`src/rtl/demux_dispatch_if.sv`:
```
// ----------------------------------------------------------------------------
// demux_dispatch_if
//   Bundles the signals between the 1x8 demux dispatch controller and its
//   surroundings: the upstream valid/ready word input, the one-hot downstream
//   channel handshake, the demux select, and the status/counter outputs.
//
//   master : the environment (drives input words and channel readies)
//   slave  : the controller (accepts words, drives channel valids/select/status)
//
//   mode      1   0 = addressed (in_dest), 1 = round-robin
//   in_valid  1   input word valid
//   in_ready  1   controller can accept a word this cycle
//   in_data   DW  input word
//   in_dest   3   destination channel (addressed mode only)
//   out_valid 8   one-hot channel valid
//   out_data  DW  held word on the shared output bus
//   out_ready 8   per-channel ready
//   sel       3   targeted channel / demux select
//   drop      1   one-cycle pulse when a held word times out
//   busy      1   high while a word is held
//   sent_cnt  16  completed transfers, wrapping
//   drop_cnt  8   dropped words, saturating
// ----------------------------------------------------------------------------
interface demux_dispatch_if #(
    parameter int DW = 8
);
    logic          mode;
    logic          in_valid;
    logic          in_ready;
    logic [DW-1:0] in_data;
    logic [2:0]    in_dest;
    logic [7:0]    out_valid;
    logic [DW-1:0] out_data;
    logic [7:0]    out_ready;
    logic [2:0]    sel;
    logic          drop;
    logic          busy;
    logic [15:0]   sent_cnt;
    logic [7:0]    drop_cnt;

    modport master (
        output mode, in_valid, in_data, in_dest, out_ready,
        input  in_ready, out_valid, out_data, sel, drop, busy, sent_cnt, drop_cnt
    );

    modport slave (
        input  mode, in_valid, in_data, in_dest, out_ready,
        output in_ready, out_valid, out_data, sel, drop, busy, sent_cnt, drop_cnt
    );
endinterface

```
`src/rtl/demux_dispatch_ctrl.sv`:
```
// ----------------------------------------------------------------------------
// demux_dispatch_ctrl
//   Sequencing controller for a 1x8 demultiplexer. Takes one word at a time
//   from a valid/ready input, holds it on the shared output bus and raises the
//   valid of exactly one channel until that channel is ready. The channel is
//   either given with the word (addressed) or found by scanning the channels
//   from a round-robin pointer. A word that cannot be delivered within TIMEOUT
//   hold cycles is dropped. Counts sent and dropped words.
//
//   Ports:
//     clk    clock, rising edge
//     rst_n  asynchronous active-low reset
//     bus    demux_dispatch_if.slave (handshakes, select, status, counters)
//
//   Parameters:
//     DW       data width
//     TIMEOUT  hold cycles without transfer before a drop; 0 disables dropping
// ----------------------------------------------------------------------------
module demux_dispatch_ctrl #(
    parameter int DW      = 8,
    parameter int TIMEOUT = 15
) (
    input  logic               clk,
    input  logic               rst_n,
    demux_dispatch_if.slave    bus
);

    typedef enum logic {
        IDLE = 1'b0,
        HOLD = 1'b1
    } state_t;

    // wait_cnt only has to reach TIMEOUT-1
    localparam int WCW = (TIMEOUT > 1) ? $clog2(TIMEOUT) : 1;
    localparam logic [WCW-1:0] WAIT_LAST = (TIMEOUT > 0) ? WCW'(TIMEOUT - 1) : '0;

    state_t          state;
    logic [2:0]      sel;
    logic [2:0]      rr_ptr;
    logic            mode_q;
    logic [WCW-1:0]  wait_cnt;
    logic [7:0]      out_valid;
    logic [DW-1:0]   out_data;
    logic            drop;
    logic [15:0]     sent_cnt;
    logic [7:0]      drop_cnt;

    logic            fire;
    logic            accept;
    logic            timeout_hit;
    logic [2:0]      rr_base;
    logic [2:0]      load_sel;
    logic [2:0]      scan_sel;

    // NOTE: every always_comb output gets a value on every path (here all are
    // assigned unconditionally), so no latch can be inferred.
    always_comb begin
        fire        = (state == HOLD) && bus.out_ready[sel];
        accept      = bus.in_valid && ((state == IDLE) || fire);
        timeout_hit = (TIMEOUT != 0) && (state == HOLD) && !fire && (wait_cnt == WAIT_LAST);
        // A round-robin word accepted in the same cycle a round-robin word fires
        // must start after the channel that just took data, not at the stale pointer.
        rr_base     = (fire && mode_q) ? sel + 3'd1 : rr_ptr;
        load_sel    = bus.mode ? rr_base : bus.in_dest;
        scan_sel    = mode_q ? sel + 3'd1 : sel;
    end

    // in_ready is the only combinational output: it lets a new word in during
    // the cycle the held one leaves, giving one word per cycle.
    assign bus.in_ready  = (state == IDLE) || fire;
    assign bus.out_valid = out_valid;
    assign bus.out_data  = out_data;
    assign bus.sel       = sel;
    assign bus.drop      = drop;
    assign bus.busy      = (state == HOLD);
    assign bus.sent_cnt  = sent_cnt;
    assign bus.drop_cnt  = drop_cnt;

    // NOTE: sequential state uses non-blocking assignments only, so every
    // register samples pre-edge values regardless of statement order.
    always_ff @(posedge clk or negedge rst_n) begin
        if (!rst_n) begin
            state     <= IDLE;
            sel       <= 3'd0;
            rr_ptr    <= 3'd0;
            mode_q    <= 1'b0;
            wait_cnt  <= '0;
            out_valid <= 8'h00;
            out_data  <= '0;
            drop      <= 1'b0;
            sent_cnt  <= 16'h0000;
            drop_cnt  <= 8'h00;
        end else begin
            drop <= 1'b0;

            if (accept) begin
                out_data  <= bus.in_data;
                mode_q    <= bus.mode;
                wait_cnt  <= '0;
                sel       <= load_sel;
                out_valid <= 8'b1 << load_sel;
                state     <= HOLD;
            end else if (fire) begin
                out_valid <= 8'h00;
                state     <= IDLE;
            end else if (timeout_hit) begin
                drop      <= 1'b1;
                if (drop_cnt != 8'hFF) begin
                    drop_cnt <= drop_cnt + 8'd1;
                end
                out_valid <= 8'h00;
                state     <= IDLE;
            end else if (state == HOLD) begin
                // Not delivered yet: keep waiting, and in round-robin mode move
                // the offer on to the next channel.
                wait_cnt  <= wait_cnt + 1'b1;
                sel       <= scan_sel;
                out_valid <= 8'b1 << scan_sel;
            end

            if (fire) begin
                sent_cnt <= sent_cnt + 16'd1;
                if (mode_q) begin
                    rr_ptr <= sel + 3'd1;
                end
            end
        end
    end

endmodule

```
`src/flat_wrapper.sv`:
```
// flat-port wrapper written by rule: the top's interface ports become plain ports
module demux_dispatch_ctrl_flat 
#(
    parameter int DW      = 8,
    parameter int TIMEOUT = 15
)
  (clk, rst_n, bus_mode, bus_in_valid, bus_in_data, bus_in_dest, bus_out_ready, bus_in_ready, bus_out_valid, bus_out_data, bus_sel, bus_drop, bus_busy, bus_sent_cnt, bus_drop_cnt);
  demux_dispatch_if #(.DW(DW)) bus_i ();
  input  logic clk;
  input  logic rst_n;
  input wire logic [$bits(bus_i.mode)-1:0] bus_mode;
  input wire logic [$bits(bus_i.in_valid)-1:0] bus_in_valid;
  input wire logic [$bits(bus_i.in_data)-1:0] bus_in_data;
  input wire logic [$bits(bus_i.in_dest)-1:0] bus_in_dest;
  input wire logic [$bits(bus_i.out_ready)-1:0] bus_out_ready;
  output wire logic [$bits(bus_i.in_ready)-1:0] bus_in_ready;
  output wire logic [$bits(bus_i.out_valid)-1:0] bus_out_valid;
  output wire logic [$bits(bus_i.out_data)-1:0] bus_out_data;
  output wire logic [$bits(bus_i.sel)-1:0] bus_sel;
  output wire logic [$bits(bus_i.drop)-1:0] bus_drop;
  output wire logic [$bits(bus_i.busy)-1:0] bus_busy;
  output wire logic [$bits(bus_i.sent_cnt)-1:0] bus_sent_cnt;
  output wire logic [$bits(bus_i.drop_cnt)-1:0] bus_drop_cnt;
  assign bus_i.mode = bus_mode;
  assign bus_i.in_valid = bus_in_valid;
  assign bus_i.in_data = bus_in_data;
  assign bus_i.in_dest = bus_in_dest;
  assign bus_i.out_ready = bus_out_ready;
  assign bus_in_ready = bus_i.in_ready;
  assign bus_out_valid = bus_i.out_valid;
  assign bus_out_data = bus_i.out_data;
  assign bus_sel = bus_i.sel;
  assign bus_drop = bus_i.drop;
  assign bus_busy = bus_i.busy;
  assign bus_sent_cnt = bus_i.sent_cnt;
  assign bus_drop_cnt = bus_i.drop_cnt;
  demux_dispatch_ctrl #(.DW(DW), .TIMEOUT(TIMEOUT)) u_core (.clk(clk), .rst_n(rst_n), .bus(bus_i));
endmodule
```
`config.mk`:
```
export PLATFORM = sky130hd
export DESIGN_NAME = demux_dispatch_ctrl_flat
export DESIGN_NICKNAME = d
export VERILOG_FILES = /design/src/rtl/demux_dispatch_if.sv /design/src/rtl/demux_dispatch_ctrl.sv /design/src/flat_wrapper.sv
export SDC_FILE = /design/constraint.sdc
export NUM_CORES = 1
export LEC_CHECK = 0
export BUFFER_PORTS_ARGS = -buffer_cell sky130_fd_sc_hd__buf_2
export CAP_MARGIN = 0
export CORE_ASPECT_RATIO = 1.75
export CORE_MARGIN = 4
export CORE_UTILIZATION = 52
export CTS_CLUSTER_SIZE = 16
export DETAILED_ROUTE_END_ITERATION = 6
export GPL_ROUTABILITY_DRIVEN = 0
export PLACE_DENSITY = 0.82
export SKIP_LAST_GASP = 1
export SLEW_MARGIN = 20
export SYNTH_ARGS = -nofsm -noshare
export SYNTH_HDL_FRONTEND = slang
export SYNTH_SLANG_ARGS = --single-unit
export TNS_END_PERCENT = 1
```
`constraint.sdc`:
```
create_clock -name clk -period 4.4 [get_ports clk]
set_input_delay 0.88 -clock clk [delete_from_list [all_inputs] [get_ports clk]]
set_output_delay 0.88 -clock clk [all_outputs]
set_load 0.02 [all_outputs]
```
# [After elaboration in Yosys (flattened, before gate mapping)]
# Index checks and enable logic that the tools add are counted.
# W data, S select, Z words.
[totals] reg_bits=53 latchBits=0 ram_bits=0 romBits=0 in_bits=23 output_inout_bits=46 wordCells=60 n_memories=0
[op_classes] addsub=4 multipliers=0 n_div=0 n_lt_le_gt_ge=1 n_eq_ne=4 shifts=2 mux=23 bitwise_logic=3 reduce_logical=13
[op_table] cell="$mux W8" n=4
[op_table] cell="$mux W3" n=7
[op_table] cell="$add A16 B1 Y16 const B" n=1
[op_table] cell="$mux W4" n=4
[op_table] cell="$shl A1 B3 Y8 const A" n=2
[op_table] cell="$add A8 B1 Y8 const B" n=1
[op_table] cell="$ne A8 B8 Y1 const B" n=1
[op_table] cell="$mux W1" n=7
[op_table] cell="$logic_and A1 B1 Y1" n=5
[op_table] cell="$add A4 B1 Y4 const B" n=1
[op_table] cell="$eq A4 B4 Y1 const B" n=1
[op_table] cell="$lt A3 B4 Y1 const B" n=1
[op_table] cell="$reduce_and A4 Y1" n=1
[op_table] cell="$reduce_bool A4 Y1" n=1
[op_table] cell="$add A3 B1 Y3 const B" n=1
[op_table] cell="$bmux W1 S3" n=1
[op_table] cell="$not A1 Y1" n=3
[op_table] cell="$reduce_and A3 Y1" n=1
[op_table] cell="$reduce_bool A3 Y1" n=1
[op_table] cell="$ne A2 B1 Y1 const B" n=1
[op_table] cell="$ne A2 B2 Y1 const B" n=1
[op_table] cell="$reduce_and A2 Y1" n=1
[op_table] cell="$reduce_bool A2 Y1" n=1
[op_table] cell="$logic_not A1 Y1" n=1
[op_table] cell="$logic_or A1 B1 Y1" n=1

# [Logic depth before layout (Yosys ltp)]
[depth] depth_word=9 ltp_mapped=8 ltp_nobuf=7

# [Worst setup path after synthesis]
# OpenSTA, ideal clock, no wires.
[synth_timing] kind="in2out" from="in bus_out_ready[5]" to="out bus_in_ready" arrival_ps=1756 required_time_ps=3520 setup_slack_ps=1764 path_stages=4 path_buffers=0 path_cell_list="mux2i_1 -> a22oi_4 -> a21oi_1 -> inv_1"
[synth_via] elab_chain_cells=4
[synth_lines] item="start: declaration" line_no="flat_wrapper.sv:15" source="input wire logic [$bits(bus_i.out_ready)-1:0] bus_out_ready;"
[synth_lines] item="$bmux W1 S3" line_no="demux_dispatch_ctrl.sv:58" source="fire = (state == HOLD) && bus.out_ready[sel];"
[synth_lines] item="$mux W1 (not written as such)" line_no="demux_dispatch_ctrl.sv:58"
[synth_lines] item="$logic_and A1 B1 Y1" line_no="demux_dispatch_ctrl.sv:58"
[synth_lines] item="$logic_or A1 B1 Y1" line_no="demux_dispatch_ctrl.sv:70" source="assign bus.in_ready = (state == IDLE) || fire;"
[synth_lines] item="end: declaration" line_no="flat_wrapper.sv:16" source="output wire logic [$bits(bus_i.in_ready)-1:0] bus_in_ready;"
# No other way between the ends. The select of a mux whose other input is x is not followed.

# [Worst setup path after layout]
[layout_timing] from="reg u_core.sel[0], in the netlist u_core.bus.sel[0]" to="out bus_in_ready"
[layout_via] elab_chain_cells=4
[layout_lines] item="start: declaration" line_no="demux_dispatch_ctrl.sv:38" source="logic [2:0] sel;"
[layout_lines] item="start signal: assignment" line_no="demux_dispatch_ctrl.sv:100" source="sel <= load_sel;"
[layout_lines] item="start signal: assignment" line_no="demux_dispatch_ctrl.sv:117" source="sel <= scan_sel;"
[layout_lines] item="$bmux W1 S3" line_no="demux_dispatch_ctrl.sv:58"
[layout_lines] item="$mux W1 (not written as such)" line_no="demux_dispatch_ctrl.sv:58"
[layout_lines] item="$logic_and A1 B1 Y1" line_no="demux_dispatch_ctrl.sv:58"
[layout_lines] item="$logic_or A1 B1 Y1" line_no="demux_dispatch_ctrl.sv:70"
# No other way between the ends. The select of a mux whose other input is x is not followed.

==> impl_metrics.py <==
metrics = {
    "timing": {
        "max_slew_headroom": 0.5728,
        "layout_min_cycle_time_ns": 3.073,
        "clock-skew-final_ns": 0.005432,
        "drv_slew": 0,
        "setup_viol_count_final": 0,
        "post-route-period-util": 0.6984,
        "final-hold-violation-count": 0,
        "rsz0062_at_grt": "false",
        "maxClockFrequency_mhz": 325.4,
        "finalSetupTns_ns": 0,
        "timing_worst_slew_pin_value_ns": 0.6408,
    },
    "logic_synthesis": {
        "synthXorXnorAreaFrac": 0.07760,
        "synth_seq_area_share": 0.4896,
        "synth.mux.area_fraction": 0.06836,
        "synthesis.instances": 256,
        "synthesis.area_per_instance_um2": 10.58,
        "main_combinational_cell_family_by_area_after_synthesis": "simple AND/OR/NAND/NOR gates",
        "synth-warning-count": 0,
        "mappedNetlistNets": 284,
        "distinct_cell_type_count_after_synthesis": 43,
        "synthSimpleGateAreaFrac": 0.1931,
        "synth-edff-count": 0,
        "synth_adder_area_share": 0.02309,
        "async_reset_ff_frac": 1.000,
        "post_synthesis_instance_area_um2": 2709,
        "synth-compound-area-share": 0.1196,
        "synth-seq-cells": 53,
        "synth-main-ff-cell": "sky130_fd_sc_hd__dfrtp_1",
    },
    "clocking": {
        "cts-buffers-inserted": 5,
        "postCtsHoldBufs": 0,
        "htreeDepth": 2,
        "clock_sink_count": 53,
        "cts.path.max_buffers": 2,
        "clk_pin_slew_worst_paths_ns": 0.09,
        "tritoncts": "done",
        "clock_tree.root_cell": "sky130_fd_sc_hd__clkbuf_8",
        "number_of_cells_upsized_or_downsized_after_cts": 0,
        "worst_skew_pair.late_latency_ns": 0.31,
        "postCtsSetupRepairBufs": 0,
    },
    "layout": {
        "final_layout_size_suffix_gt1_frac": 0.3098,
        "final_util": 0.6319,
        "n_fill_cell": 427,
        "num_antenna_cells": 0,
        "layout.nets": 353,
        "area_growth_syn_to_fin_pct": 17.09,
    },
    "critical_path": {
        "timing.critical_path.arrival_ns": 2.19,
        "number_of_cell_instances_on_the_worst_register_to_register_path": 6,
        "r2r_start": "u_core.bus.sel[0]",
        "timing.critical_path.from_type": "register",
        "worst_r2r_endpoint": "u_core.bus.out_valid[3]",
        "r2r_setup_slack_ns": 1.56,
        "timing.critical_path.fanout_max": 13,
        "timing.critical_path.to_type": "output pin",
        "timing.setup.critical_path_class": "reg2out",
        "timing.critical_path.required_ns": 3.52,
    },
    "floorplanning": {
        "rows": 34,
        "floorplan.die_area_um2": 6474,
        "io_pins": 69,
        "fp.coreArea_um2": 5020,
        "die_w_um": 62.56,
        "initial_core_utilization": 0.5396,
        "die_y_um": 103.5,
    },
    "power_and_ir_drop": {
        "vdd_ir_drop_max_mv": 0.4098,
        "power.density_cell_area_nw_per_um2": 654.1,
        "combPwrFrac": 0.492,
        "clock_power_share": 0.134,
        "leakagePower_nw": 1.568,
        "sw_frac_of_total": 0.4533,
        "finalPower_mw": 2.075,
        "switch_pwr_uw": 940.3,
        "cell_internal_pwr_mw": 1.134,
        "share_seq_of_total_power": 0.374,
    },
    "placed_design": {
        "hpwl_um": 4537,
        "port_buffer_cells": 68,
    },
    "routing": {
        "routed_wirelength_um": 5859,
        "routed-via-count": 2193,
        "drt_iter0_drc": 99,
        "post_drt_wl_per_cell_um": 15.42,
        "first_pass_iters": 4,
        "route.antenna.remaining_nets": 0,
        "remaining_drc_errors": 0,
        "avgViaCountPerCell": 5.771,
    },
    "grt": {
        "largest_net_degree_at_the_start_of_global_routing": 54,
        "global_route_wire_length_before_repair_um": 9949,
        "grt_overflow": 0,
        "grt.total_usage": 0.1942,
        "antenna_violations_before_repair": 0,
        "first_global_vias": 2198,
    },
    "run": {
        "maxCapViolCount": 0,
    },
    "min_path": {
        "hold_path.class": "reg2reg",
        "worst_hold_startpoint": "u_core.bus.sent_cnt[15]",
        "min_delay_path_depth": 1,
        "min_delay_worst_endpoint": "u_core.bus.sent_cnt[15]",
    },
    "status": {
        "status": "complete, no violations",
    },
}
placed cells by master (no fill, tap or decap), types with 2 or more instances in the layout:
master / count
sky130_fd_sc_hd__nand2b_1: 3
sky130_fd_sc_hd__xor2_1: 5
sky130_fd_sc_hd__nand3_2: 2
sky130_fd_sc_hd__inv_1: 8
sky130_fd_sc_hd__clkbuf_8: 5
sky130_fd_sc_hd__nor4_2: 2
sky130_fd_sc_hd__nand2_1: 28
sky130_fd_sc_hd__dfrtp_1: 53
sky130_fd_sc_hd__mux2i_1: 3
sky130_fd_sc_hd__nand3_1: 8
sky130_fd_sc_hd__o21ai_0: 5
sky130_fd_sc_hd__nor3_1: 13
sky130_fd_sc_hd__xnor2_1: 19
sky130_fd_sc_hd__clkinvlp_4: 2
sky130_fd_sc_hd__a22o_1: 2
sky130_fd_sc_hd__a31oi_1: 5
sky130_fd_sc_hd__o32ai_1: 8
sky130_fd_sc_hd__o31ai_1: 2
sky130_fd_sc_hd__buf_4: 2
sky130_fd_sc_hd__mux2i_2: 2
sky130_fd_sc_hd__buf_2: 68
sky130_fd_sc_hd__a211o_1: 2
sky130_fd_sc_hd__nand4_1: 10
sky130_fd_sc_hd__ha_1: 5
sky130_fd_sc_hd__a22oi_4: 2
sky130_fd_sc_hd__nor2_1: 23
sky130_fd_sc_hd__nor2b_1: 4
sky130_fd_sc_hd__a21oi_1: 4
sky130_fd_sc_hd__mux2_2: 10
sky130_fd_sc_hd__and2_1: 2
sky130_fd_sc_hd__and3_1: 7
cells by family (layout without fill, tap and decap cells):
group / count (synthesis) / in the layout
AO/OA/AOI/OAI: 37 / 37
buffers and inverters: 16 / 86
XOR/XNOR: 24 / 24
flip-flops: 53 / 53
multiplexers: 16 / 16
adder cells (fa/ha/maj): 5 / 5
AND/OR/NAND/NOR: 105 / 105
registers in the layout, indices dropped and copies added (netlist names):
name                  cells
u_core.mode_q             1
u_core.rr_ptr             3
u_core.bus.busy           1
u_core.bus.drop_cnt       8
u_core.bus.out_valid      8
u_core.bus.out_data       8
u_core.wait_cnt           4
u_core.bus.drop           1
u_core.bus.sel            3
u_core.bus.sent_cnt      16
how the worst max path moves through the flow:
stage	from	endpoint	slack [ns]	cells after the start
after floorplan	bus_out_ready[5]	bus_in_ready	1.76	4
after global placement	bus_out_ready[5]	u_core.bus.out_valid[4]	1.43	7
after detailed placement	bus_out_ready[5]	u_core.bus.out_valid[3]	1.37	7
after CTS	u_core.bus.sel[0]	bus_in_ready	1.31	5
after global routing	u_core.bus.sel[0]	bus_in_ready	1.16	5
final	u_core.bus.sel[0]	bus_in_ready	1.33	5
synthesized netlist by cell type, types with 3 or more instances:
cell,n,share of area
sky130_fd_sc_hd__nand2b_1,3,0.0069
sky130_fd_sc_hd__dfrtp_1,53,0.49
sky130_fd_sc_hd__a21oi_1,4,0.0074
sky130_fd_sc_hd__nand2_1,28,0.039
sky130_fd_sc_hd__ha_1,5,0.023
sky130_fd_sc_hd__xnor2_1,19,0.061
sky130_fd_sc_hd__nand4_1,10,0.023
sky130_fd_sc_hd__o32ai_1,8,0.026
sky130_fd_sc_hd__o21ai_0,5,0.0092
sky130_fd_sc_hd__mux2i_1,3,0.011
sky130_fd_sc_hd__mux2_2,10,0.042
sky130_fd_sc_hd__xor2_1,5,0.016
sky130_fd_sc_hd__inv_1,8,0.011
sky130_fd_sc_hd__a31oi_1,5,0.012
sky130_fd_sc_hd__nor3_1,13,0.024
sky130_fd_sc_hd__nor2b_1,4,0.0092
sky130_fd_sc_hd__nor2_1,23,0.032
sky130_fd_sc_hd__and3_1,7,0.016
sky130_fd_sc_hd__nand3_1,8,0.015
layout make-up:
type / count / area [um2] / area share
clock inverter: 2 / 15.01 / 0.004734
multi-input combinational: 187 / 1305 / 0.4114
sequential: 53 / 1326 / 0.4181
timing repair buffer: 70 / 355.3 / 0.1120
clock buffer: 6 / 72.57 / 0.02288
inverter: 8 / 30.03 / 0.009467
tap: 54 / 67.56 / 0.02130
per-layer routing:
layer	track usage	wire length [um]
met1	0.2075	2238
met2	0.3544	3104
met3	0.04649	341
met4	0.1054	175
met5	0	0
metrics by stage:
| step | setup WS (ns) | cell area (um2) | cells | hold slack, ns |
|---|---|---|---|---|
| after floorplan | 1.764 | 2709 | 256 | 0.4580 |
| after global placement | 1.431 | 3084 | 372 | 0.4565 |
| after detailed placement | 1.368 | 3084 | 372 | 0.4713 |
| after CTS | 1.309 | 3172 | 380 | 0.4871 |
| after global routing | 1.161 | 3172 | 380 | 0.5093 |
| final | 1.327 | 3172 | 380 | 0.4742 |
power by group through the flow:
stage / registers [mW] / clock network [mW] / logic, mW
after detailed placement: 0.784 / 0 / 1.02
after floorplan: 0.862 / 0 / 0.668
final: 0.776 / 0.277 / 1.02
after global placement: 0.774 / 0 / 1.00
after CTS: 0.774 / 0.282 / 1.03
after global routing: 0.794 / 0.304 / 1.13
critical path, cell delays in order, from the launching register on:
cell and delay [ns]:
sky130_fd_sc_hd__dfrtp_1 0.70, sky130_fd_sc_hd__mux2i_1 0.38, sky130_fd_sc_hd__a22oi_4 0.16, sky130_fd_sc_hd__a21oi_1 0.37, sky130_fd_sc_hd__inv_1 0.09, sky130_fd_sc_hd__buf_2 0.17
(Power assumes the default switching activity.)
